### src/rtl/elixir_bank_pkg.sv
// Shared types and constants for the elixir bank: fine-unit width and the
// constant divide-by-3 that turns fine units into whole elixir.
package elixir_pkg;

   localparam int unsigned FINE_PER_ELIXIR = 3;
   localparam int unsigned MAX_FINE        = 30;
   localparam int unsigned FINE_W          = 5;
   localparam int unsigned ELI_STEPS       = ((2 ** FINE_W) - 1) / FINE_PER_ELIXIR;

   typedef logic [FINE_W-1:0] fine_t;
   typedef logic [FINE_W:0]   wide_t;

   // Compare chain against constant multiples of 3; no runtime divider.
   function automatic fine_t fine_to_eli(input fine_t f);
      fine_t e;
      e = '0;
      for (int unsigned i = 1; i <= ELI_STEPS; i++) begin
         if (32'(f) >= FINE_PER_ELIXIR * i) e = fine_t'(i);
      end
      return e;
   endfunction

endpackage

### src/rtl/elixir_bank_if.sv
// Spend bus between the card-slot FSMs (master) and the elixir bank (slave).
interface elixir_bank_if;
   import elixir_pkg::*;

   fine_t      elixirin_a;
   fine_t      elixirin_b;
   fine_t      elixirin_c;
   fine_t      elixirin_d;
   logic [3:0] spend_ok;
   logic [3:0] spend_err;
   fine_t      eli;

   modport master (
      output elixirin_a, elixirin_b, elixirin_c, elixirin_d,
      input  spend_ok, spend_err, eli
   );

   modport slave (
      input  elixirin_a, elixirin_b, elixirin_c, elixirin_d,
      output spend_ok, spend_err, eli
   );

endinterface

### src/rtl/elixir_bank_regen_timer.sv
// Regeneration cadence counter: emits a one-cycle tick every terminal count
// while running and below the ceiling.
module regen_timer #(
   parameter int unsigned REGEN_CYCLES = 2_800_000
) (
   input  logic Clk,
   input  logic Reset,
   input  logic run,
   input  logic hold,
   input  logic double_rate,
   output logic tick
);

   localparam int unsigned CW = $clog2(REGEN_CYCLES + 1);
   localparam logic [CW-1:0] LAST_N = CW'(REGEN_CYCLES - 1);
   localparam logic [CW-1:0] LAST_D = CW'((REGEN_CYCLES / 2) - 1);

   logic [CW-1:0] cnt;
   logic [CW-1:0] last;

   // >= rather than == so a mid-period switch to double rate fires at once.
   always_comb begin
      last = double_rate ? LAST_D : LAST_N;
      tick = run && !hold && (cnt >= last);
   end

   always_ff @(posedge Clk) begin
      if (Reset) begin
         cnt <= '0;
      end else if (hold) begin
         cnt <= '0;
      end else if (run) begin
         if (tick) cnt <= '0;
         else      cnt <= cnt + CW'(1);
      end
   end

endmodule

### src/rtl/elixir_bank.sv
// Elixir balance accumulator: arbitrates four spend requests in priority
// order, applies regeneration, and registers fine/eli/full and ack pulses.
module elixir_bank #(
   parameter int unsigned MAX_FINE     = 30,
   parameter int unsigned START_FINE   = 15,
   parameter int unsigned REGEN_CYCLES = 2_800_000
) (
   input  logic             Clk,
   input  logic             Reset,
   input  logic             run,
   input  logic             double_rate,
   elixir_bank_if.slave     bus,
   output logic [4:0]       fine,
   output logic             full
);
   import elixir_pkg::*;

   fine_t           fine_q;
   fine_t           eli_q;
   logic            full_q;
   logic [3:0]      ok_q;
   logic [3:0]      err_q;

   logic            tick;
   logic            hold;
   logic [3:0][4:0] req;
   wide_t           bal;
   logic [3:0]      ok_n;
   logic [3:0]      err_n;

   assign hold = (fine_q == fine_t'(MAX_FINE));

   regen_timer #(
      .REGEN_CYCLES (REGEN_CYCLES)
   ) u_regen (
      .Clk         (Clk),
      .Reset       (Reset),
      .run         (run),
      .hold        (hold),
      .double_rate (double_rate),
      .tick        (tick)
   );

   // Each lower-priority port sees the balance left after earlier grants.
   always_comb begin
      req[0] = bus.elixirin_a;
      req[1] = bus.elixirin_b;
      req[2] = bus.elixirin_c;
      req[3] = bus.elixirin_d;
      bal    = {1'b0, fine_q};
      ok_n   = '0;
      err_n  = '0;
      for (int unsigned i = 0; i < 4; i++) begin
         if (req[i] != '0) begin
            if ({1'b0, req[i]} <= bal) begin
               bal     = bal - {1'b0, req[i]};
               ok_n[i] = 1'b1;
            end else begin
               err_n[i] = 1'b1;
            end
         end
      end
      if (tick && (bal < wide_t'(MAX_FINE))) bal = bal + wide_t'(1);
   end

   always_ff @(posedge Clk) begin
      if (Reset) begin
         fine_q <= fine_t'(START_FINE);
         eli_q  <= fine_to_eli(fine_t'(START_FINE));
         full_q <= (START_FINE == MAX_FINE);
         ok_q   <= '0;
         err_q  <= '0;
      end else begin
         fine_q <= bal[4:0];
         eli_q  <= fine_to_eli(bal[4:0]);
         full_q <= (bal == wide_t'(MAX_FINE));
         ok_q   <= ok_n;
         err_q  <= err_n;
      end
   end

   assign fine          = fine_q;
   assign full          = full_q;
   assign bus.eli       = eli_q;
   assign bus.spend_ok  = ok_q;
   assign bus.spend_err = err_q;

endmodule

### src/flat_wrapper.sv
// flat-port wrapper written by rule: the top's interface ports become plain ports
module elixir_bank_flat import elixir_pkg::*;
#(
   parameter int unsigned MAX_FINE     = 30,
   parameter int unsigned START_FINE   = 15,
   parameter int unsigned REGEN_CYCLES = 2_800_000
)
  (Clk, Reset, run, double_rate, fine, full, bus_elixirin_a, bus_elixirin_b, bus_elixirin_c, bus_elixirin_d, bus_spend_ok, bus_spend_err, bus_eli);
  elixir_bank_if bus_i ();
  input  logic Clk;
  input  logic Reset;
  input  logic run;
  input  logic double_rate;
  output logic [4:0] fine;
  output logic full;
  input wire logic [$bits(bus_i.elixirin_a)-1:0] bus_elixirin_a;
  input wire logic [$bits(bus_i.elixirin_b)-1:0] bus_elixirin_b;
  input wire logic [$bits(bus_i.elixirin_c)-1:0] bus_elixirin_c;
  input wire logic [$bits(bus_i.elixirin_d)-1:0] bus_elixirin_d;
  output wire logic [$bits(bus_i.spend_ok)-1:0] bus_spend_ok;
  output wire logic [$bits(bus_i.spend_err)-1:0] bus_spend_err;
  output wire logic [$bits(bus_i.eli)-1:0] bus_eli;
  assign bus_i.elixirin_a = bus_elixirin_a;
  assign bus_i.elixirin_b = bus_elixirin_b;
  assign bus_i.elixirin_c = bus_elixirin_c;
  assign bus_i.elixirin_d = bus_elixirin_d;
  assign bus_spend_ok = bus_i.spend_ok;
  assign bus_spend_err = bus_i.spend_err;
  assign bus_eli = bus_i.eli;
  elixir_bank #(.MAX_FINE(MAX_FINE), .START_FINE(START_FINE), .REGEN_CYCLES(REGEN_CYCLES)) u_core (.Clk(Clk), .Reset(Reset), .run(run), .double_rate(double_rate), .bus(bus_i), .fine(fine), .full(full));
endmodule
### config.mk
export PLATFORM = sky130hd
export DESIGN_NAME = elixir_bank_flat
export DESIGN_NICKNAME = d
export VERILOG_FILES = /design/src/rtl/elixir_bank_pkg.sv /design/src/rtl/elixir_bank_if.sv /design/src/rtl/elixir_bank_regen_timer.sv /design/src/rtl/elixir_bank.sv /design/src/flat_wrapper.sv
export SDC_FILE = /design/constraint.sdc
export NUM_CORES = 1
export LEC_CHECK = 0
export ABC_CLOCK_PERIOD_IN_PS = 33900
export CELL_PAD_IN_SITES_DETAIL_PLACEMENT = 0
export CELL_PAD_IN_SITES_GLOBAL_PLACEMENT = 1
export CORE_MARGIN = 2
export CORE_UTILIZATION = 30
export DETAILED_ROUTE_END_ITERATION = 8
export HOLD_SLACK_MARGIN = 0.03
export PLACE_DENSITY_LB_ADDON = 0.05
export SYNTH_ARGS = -nofsm -noshare
export SYNTH_HDL_FRONTEND = slang
export SYNTH_HIERARCHICAL = 1
export SYNTH_SLANG_ARGS = --single-unit
### constraint.sdc
create_clock -name Clk -period 33.9 [get_ports Clk]
set_input_delay 10.17 -clock Clk [delete_from_list [all_inputs] [get_ports Clk]]
set_output_delay 10.17 -clock Clk [all_outputs]
set_load 0.03 [all_outputs]
Word level (Yosys, flattened, before mapping)
Cells that the tools add are included.
{"block": "op_classes", "add_sub_neg": 6, "bitwise": 4, "mux": 29, "order_cmp": 16, "eq_ne": 2, "reduce_logical": 14}
{"operator": "$mux W6", "count": 9}
{"operator": "$mux W22", "count": 2}
{"operator": "$ge A5 B5 Y1 const B", "count": 5}
{"operator": "$add A22 B1 Y22 const B", "count": 1}
{"operator": "$ge A22 B22 Y1", "count": 1}
{"operator": "$reduce_bool A5 Y1", "count": 4}
{"operator": "$le A5 B6 Y1", "count": 3}
{"operator": "$sub A6 B5 Y6", "count": 3}
{"operator": "$ge A5 B4 Y1 const B", "count": 3}
{"operator": "$mux W3", "count": 4}
{"operator": "$mux W4", "count": 3}
{"operator": "$reduce_or A10 Y1", "count": 1}
{"operator": "$reduce_or A2 Y1", "count": 5}
{"operator": "$mux W1", "count": 9}
{"operator": "$add A6 B1 Y6 const B", "count": 1}
{"operator": "$eq A6 B5 Y1 const B", "count": 1}
{"operator": "$lt A6 B5 Y1 const B", "count": 1}
{"operator": "$sub A5 B5 Y6", "count": 1}
{"operator": "$eq A5 B5 Y1 const B", "count": 1}
{"operator": "$ge A5 B2 Y1 const B", "count": 1}
{"operator": "$ge A5 B3 Y1 const B", "count": 1}
{"operator": "$le A5 B5 Y1", "count": 1}
{"operator": "$mux W2", "count": 2}
{"operator": "$not A1 Y1", "count": 4}
{"operator": "other kinds (2)", "count": 4}
{"block": "totals", "inputBits": 24, "register_bits": 41, "out_inout_bits": 19}

Longest topological paths before layout
{"block": "logic_depth", "depth_word": 26, "ltp_mapped": 42, "depth_no_buf": 40}

Hierarchy
The synthesis kept the hierarchy.
{"mod": "elixir_bank", "n_inst": 1, "cells_per_inst": 278, "area_per_inst_um2": 2294.7}
{"mod": "regen_timer", "n_inst": 1, "cells_per_inst": 144, "area_per_inst_um2": 1427.6}

Worst setup path after synthesis
No wires, ideal clock.
{"block": "synth_timing", "path_kind": "input to register", "start": "input bus_elixirin_a[0]", "end": "register u_core.eli_q[0] (netlist: u_core/bus.eli[0])", "n_path_buf": 2, "cell_stages": 40, "arrival_ns": 18.426, "path_slack_ns": 15.341, "path_cell_list": "ha_1 -> inv_1 -> fa_1 -> a21oi_1 -> o22ai_1 -> o22ai_1 -> mux2_2 -> ha_1 -> fa_1 -> nand2b_1 -> a21oi_1 -> o21ai_0 -> a21oi_1 -> mux2_2 -> ha_1 -> fa_1 -> nand2b_1 -> a21oi_1 -> (+4 left out) -> mux2_4 -> ha_1 -> nor2_1 -> a21oi_1 -> a41o_1 -> a21oi_1 -> o22ai_1 -> nor2_1 -> buf_1 -> mux2i_1 -> ha_1 -> inv_1 -> a31oi_4 -> and2b_4 -> xnor2_4 -> mux2i_1 -> a21boi_1 -> o211ai_1"}
{"block": "synth_via", "elab_chain_cells": 26, "word_cells_on_any_way": 41}
{"item": "start: declaration", "line": "flat_wrapper.sv:16", "text": "input wire logic [$bits(bus_i.elixirin_a)-1:0] bus_elixirin_a;"}
{"item": "$sub A5 B5 Y6 / $le A5 B5 Y1 (equally long branches)", "line": "elixir_bank.sv:56, elixir_bank.sv:55"}
{"item": "$mux W6", "line": "elixir_bank.sv:55", "text": "if ({1'b0, req[i]} <= bal) begin"}
{"item": "$mux W6 (*)", "line": "elixir_bank.sv:54", "text": "if (req[i] != '0) begin"}
{"item": "$sub A6 B5 Y6 / $le A5 B6 Y1 (equally long branches)", "line": "elixir_bank.sv:56, elixir_bank.sv:55"}
{"item": "$mux W6", "line": "elixir_bank.sv:55"}
{"item": "$mux W6 (*)", "line": "elixir_bank.sv:54"}
{"item": "$sub A6 B5 Y6 / $le A5 B6 Y1 (equally long branches)", "line": "elixir_bank.sv:56, elixir_bank.sv:55"}
{"item": "$mux W6", "line": "elixir_bank.sv:55"}
{"item": "(+5 left out)"}
{"item": "$logic_and A1 B1 Y1", "line": "elixir_bank.sv:63", "text": "if (tick && (bal < wide_t'(MAX_FINE))) bal = bal + wide_t'(1);"}
{"item": "$mux W6 (*)", "line": "elixir_bank.sv:63"}
{"item": "$ge A5 B2 Y1", "line": "elixir_bank_pkg.sv:18", "text": "if (32'(f) >= FINE_PER_ELIXIR * i) e = fine_t'(i);"}
{"item": "$mux W1", "line": "elixir_bank_pkg.sv:18"}
{"item": "$mux W2 (2 in series)", "line": "elixir_bank_pkg.sv:18"}
{"item": "$mux W3 (4 in series)", "line": "elixir_bank_pkg.sv:18"}
{"item": "$mux W4 (2 in series)", "line": "elixir_bank_pkg.sv:18"}
{"item": "$mux W4 (*)", "line": "elixir_bank_pkg.sv:18"}
{"item": "end signal: assignment", "line": "elixir_bank.sv:69", "text": "eli_q <= fine_to_eli(fine_t'(START_FINE));"}
{"item": "end signal: assignment", "line": "elixir_bank.sv:75", "text": "eli_q <= fine_to_eli(bal[4:0]);"}
{"item": "end: declaration", "line": "elixir_bank.sv:19", "text": "fine_t eli_q;"}
Every way passes the cells marked *; elsewhere a longest branch is shown, timed or not.
A chain may end at the register's enable or synchronous reset.

Final worst setup path
Same ends and word-level chain as after synthesis.

==> impl_metrics.csv <==
group,metric,value,unit
final_layout,antenna_cells,0,
yosys,synth_nets,485,
timing,fin_setup_tns,0,ns
yosys,synthArstFlopShare,0,%
floorplanning,design.core.area,12100,sq um
yosys,synth-edff-count,0,
yosys,synth_seq_cells,40,
drt,wl_per_cell,15.1,microns
clock_tree,cts_tree,"yes",
timing,fin_crit,19.93,ns
worst_setup_path,cp.arrival,20.08,ns
hold_path,worstHoldPathType,"register to register",
timing,clock_skew,0.00918,ns
drt,totalWireLength,9.51,mm
timing,worstMarginPinSlew,0.811,ns
grt,grt-ovfl-total,0,
drt,final_antenna_net_count,0,
clock_tree,ctsHoldBuffers,0,
clock_tree,path_clk_slew,0.06,ns
yosys,synth-simple-area-share,30.6,%
yosys,synth_ff_type,"dfxtp_1",
clock_tree,ctsHtreeMaxLevel,2,
grt,grt_pass1_wl,15.6,mm
drt,drc,0,
floorplanning,rows,40,
worst_setup_path,start_kind,"primary input",
placed_design,dp_hpwl,7.58,mm
floorplanning,die_height,115,microns
drt,via_count,3137,
clock_tree,cts_inserted_buffers,5,
grt,grt_usage,14.9,%
grt,grt_max_degree,23,
worst_setup_path,cpMaxStageDelayCell,"nor2_1",
worst_setup_path,worst_path_largest_cell_delay,0.63,ns
timing,relSlewSlack,45.7,%
worst_setup_path,cp-startpoint,"bus_elixirin_a[0]",
yosys,yosysWarnings,6,
yosys,synthXorXnorAreaFrac,8.71,%
yosys,synth_top_area_share,21.5,%
floorplanning,die_w,115,microns
run,max_cap_viol_count,0,
worst_setup_path,end_kind,"register",
run_status,run_status,"completed",
grt,antenna_found_initial,0,
worst_setup_path,regToRegStartpoint,"u_core/fine[0]$_SDFF_PP1_",
final_layout,drive_gt1_share,14.0,%
floorplanning,die-area,13300,sq um
floorplanning,initial_core_util,30.9,%
clock_tree,cts_resized,0,
yosys,synth_compound_area_share,13.5,%
timing,period_share,58.8,%
yosys,synth.top_cells.by_area,"dfxtp_1, ha_1, nor3_2",
yosys,syn_area,3720,sq um
yosys,synth_cell_types,80,
clock_tree,cts_root_buf,"clkbuf_16",
timing,max_freq,50.2,MHz
final_layout,final_net_count,526,
yosys,yosys.area_share.adder,14.2,%
yosys,ys_seq_area_share,21.5,%
placed_design,port_buffers,41,
clock_tree,cts_setup_buffers,0,
worst_setup_path,r2r_slack,23.91,ns
worst_setup_path,ff2ff_path_depth,39,
worst_setup_path,rr_endpoint,"u_core/bus.eli[0]$_SDFF_PP1_",
timing,setup_violations,0,
grt,grt_pass1_vias,3110,
drt,via_per_inst,4.96,
yosys,avgSynthCellArea,8.82,sq um
timing,grt_setup_unrepaired,"no",
worst_setup_path,critPathKind,"primary input to register",
yosys,synthMuxAreaShare,6.55,%
yosys,synth_top_family_by_area,"simple AND/OR/NAND/NOR gates",
final_layout,area_delta_synth_final,19.7,%
timing,finalHoldViolations,0,
worst_setup_path,required,34.05,ns
worst_setup_path,cp-endpoint,"u_core/bus.eli[0]$_SDFF_PP1_",
clock_tree,cts_buffer_depth,2,
drt,drt_iter0_drc,85,
yosys,netlist_instances,422,
clock_tree,clock_sinks,40,
floorplanning,num_io_pins,43,
yosys,synth_top_area_cell,"dfxtp_1",
clock_tree,clock_latency,0.29,ns
worst_setup_path,crit_top_cell,"a21oi_1",
placed_design,gp_congestion,0.808,
timing,slew_viol_final,0,
drt,first_pass_iters,4,
worst_setup_path,path_max_fanout,12,
stage by stage:
stage / cells / setup WS (ns) / util, % / hold WS [ns] / instance area (sq um)
global route: 632 / 13.29 / 36.9 / 0.524 / 4450
global placement: 624 / 14.03 / 35.6 / 0.490 / 4290
detailed placement: 624 / 13.71 / 35.6 / 0.505 / 4290
floorplan: 422 / 15.34 / - / 0.473 / 3720
CTS: 632 / 13.99 / 36.9 / 0.516 / 4450
finish: 632 / 13.97 / 36.9 / 0.511 / 4450
how the worst min path moves through the flow:
stage          cells after the start                          startpoint                                 end  slack [ns]
2_1_floorplan                      2  u_core/u_regen/cnt[1]$_SDFFE_PP0P_  u_core/u_regen/cnt[1]$_SDFFE_PP0P_        0.47
3_3_place_gp                       2  u_core/u_regen/cnt[1]$_SDFFE_PP0P_  u_core/u_regen/cnt[1]$_SDFFE_PP0P_        0.49
3_5_place_dp                       2  u_core/u_regen/cnt[1]$_SDFFE_PP0P_  u_core/u_regen/cnt[1]$_SDFFE_PP0P_        0.51
4_1_cts                            2  u_core/u_regen/cnt[1]$_SDFFE_PP0P_  u_core/u_regen/cnt[1]$_SDFFE_PP0P_        0.52
5_1_grt                            2  u_core/u_regen/cnt[1]$_SDFFE_PP0P_  u_core/u_regen/cnt[1]$_SDFFE_PP0P_        0.52
6_report                           2  u_core/u_regen/cnt[1]$_SDFFE_PP0P_  u_core/u_regen/cnt[1]$_SDFFE_PP0P_        0.51
layout by cell type, fill, tap and decap left out, types with 9 or more instances in the layout:
master | netlist | final
nand2_1 | 21 | 21
xnor2_1 | 11 | 11
o21ai_0 | 9 | 9
ha_1 | 35 | 35
clkdlybuf4s50_1 | 0 | 41
a21oi_1 | 22 | 22
nand2b_1 | 11 | 11
nor2_1 | 31 | 31
dfxtp_1 | 40 | 40
nor3_1 | 11 | 11
nor3_2 | 20 | 20
inv_1 | 30 | 30
nand3_1 | 21 | 21
mux2i_1 | 12 | 12
nand4_1 | 9 | 9
xor2_1 | 21 | 21
kinds of logic (layout without fill, tap and decap cells):
logic type      Yosys count  after routing
simple gates            180            180
compound gates           66             66
fa+ha+maj                40             40
flops                    40             40
buf+inv                  39             81
xor+xnor                 34             34
mux                      22             22
other cells               1              1
sequential cells by signal (all words and copies together), names as in the netlist:
name                  count
u_core/u_regen/cnt       22
u_core/fine               5
u_core/bus.eli            4
u_core/bus.spend_err      4
u_core/bus.spend_ok       4
u_core/full               1
worst max-delay path: cells and delay by family:
kind / cells / cell delay (ns)
AND/OR/NAND/NOR: 6 / 1.33
adder cells (fa/ha/maj): 8 / 2.34
AO/OA/AOI/OAI: 16 / 3.60
XOR/XNOR: 1 / 0.16
buffers and inverters: 3 / 0.59
multiplexers: 5 / 1.88
cells in the mapped netlist (all sizes together), types with 8 or more instances:
library cell / instances
dfxtp: 40
ha: 35
nor2: 33
nor3: 32
inv: 30
a21oi: 22
nand2: 21
nand3: 21
xor2: 21
xnor2: 13
mux2i: 12
nand2b: 11
nand4: 11
mux2: 10
o21ai: 10
nor2b: 8
or2: 8
metal layers:
metal	track usage [%]	vias up	wire length, microns
met3	2.06	5	160
met2	27.6	30	5020
met4	4.26	0	93
met1	17.8	1486	4240
li1	-	1616	-
met5	0	-	0
cell type report:
type / instances / area [sq um]
fill: 1236 / 7610
clock inverter: 2 / 35.0
timing repair buffer: 43 / 425
clock buffer: 6 / 129
inverter: 30 / 113
sequential: 40 / 801
multi-input combinational: 343 / 2740
tap: 168 / 210
Power is not shown: default switching activity piles up to over one toggle a cycle in this logic, so the estimate is an artifact.
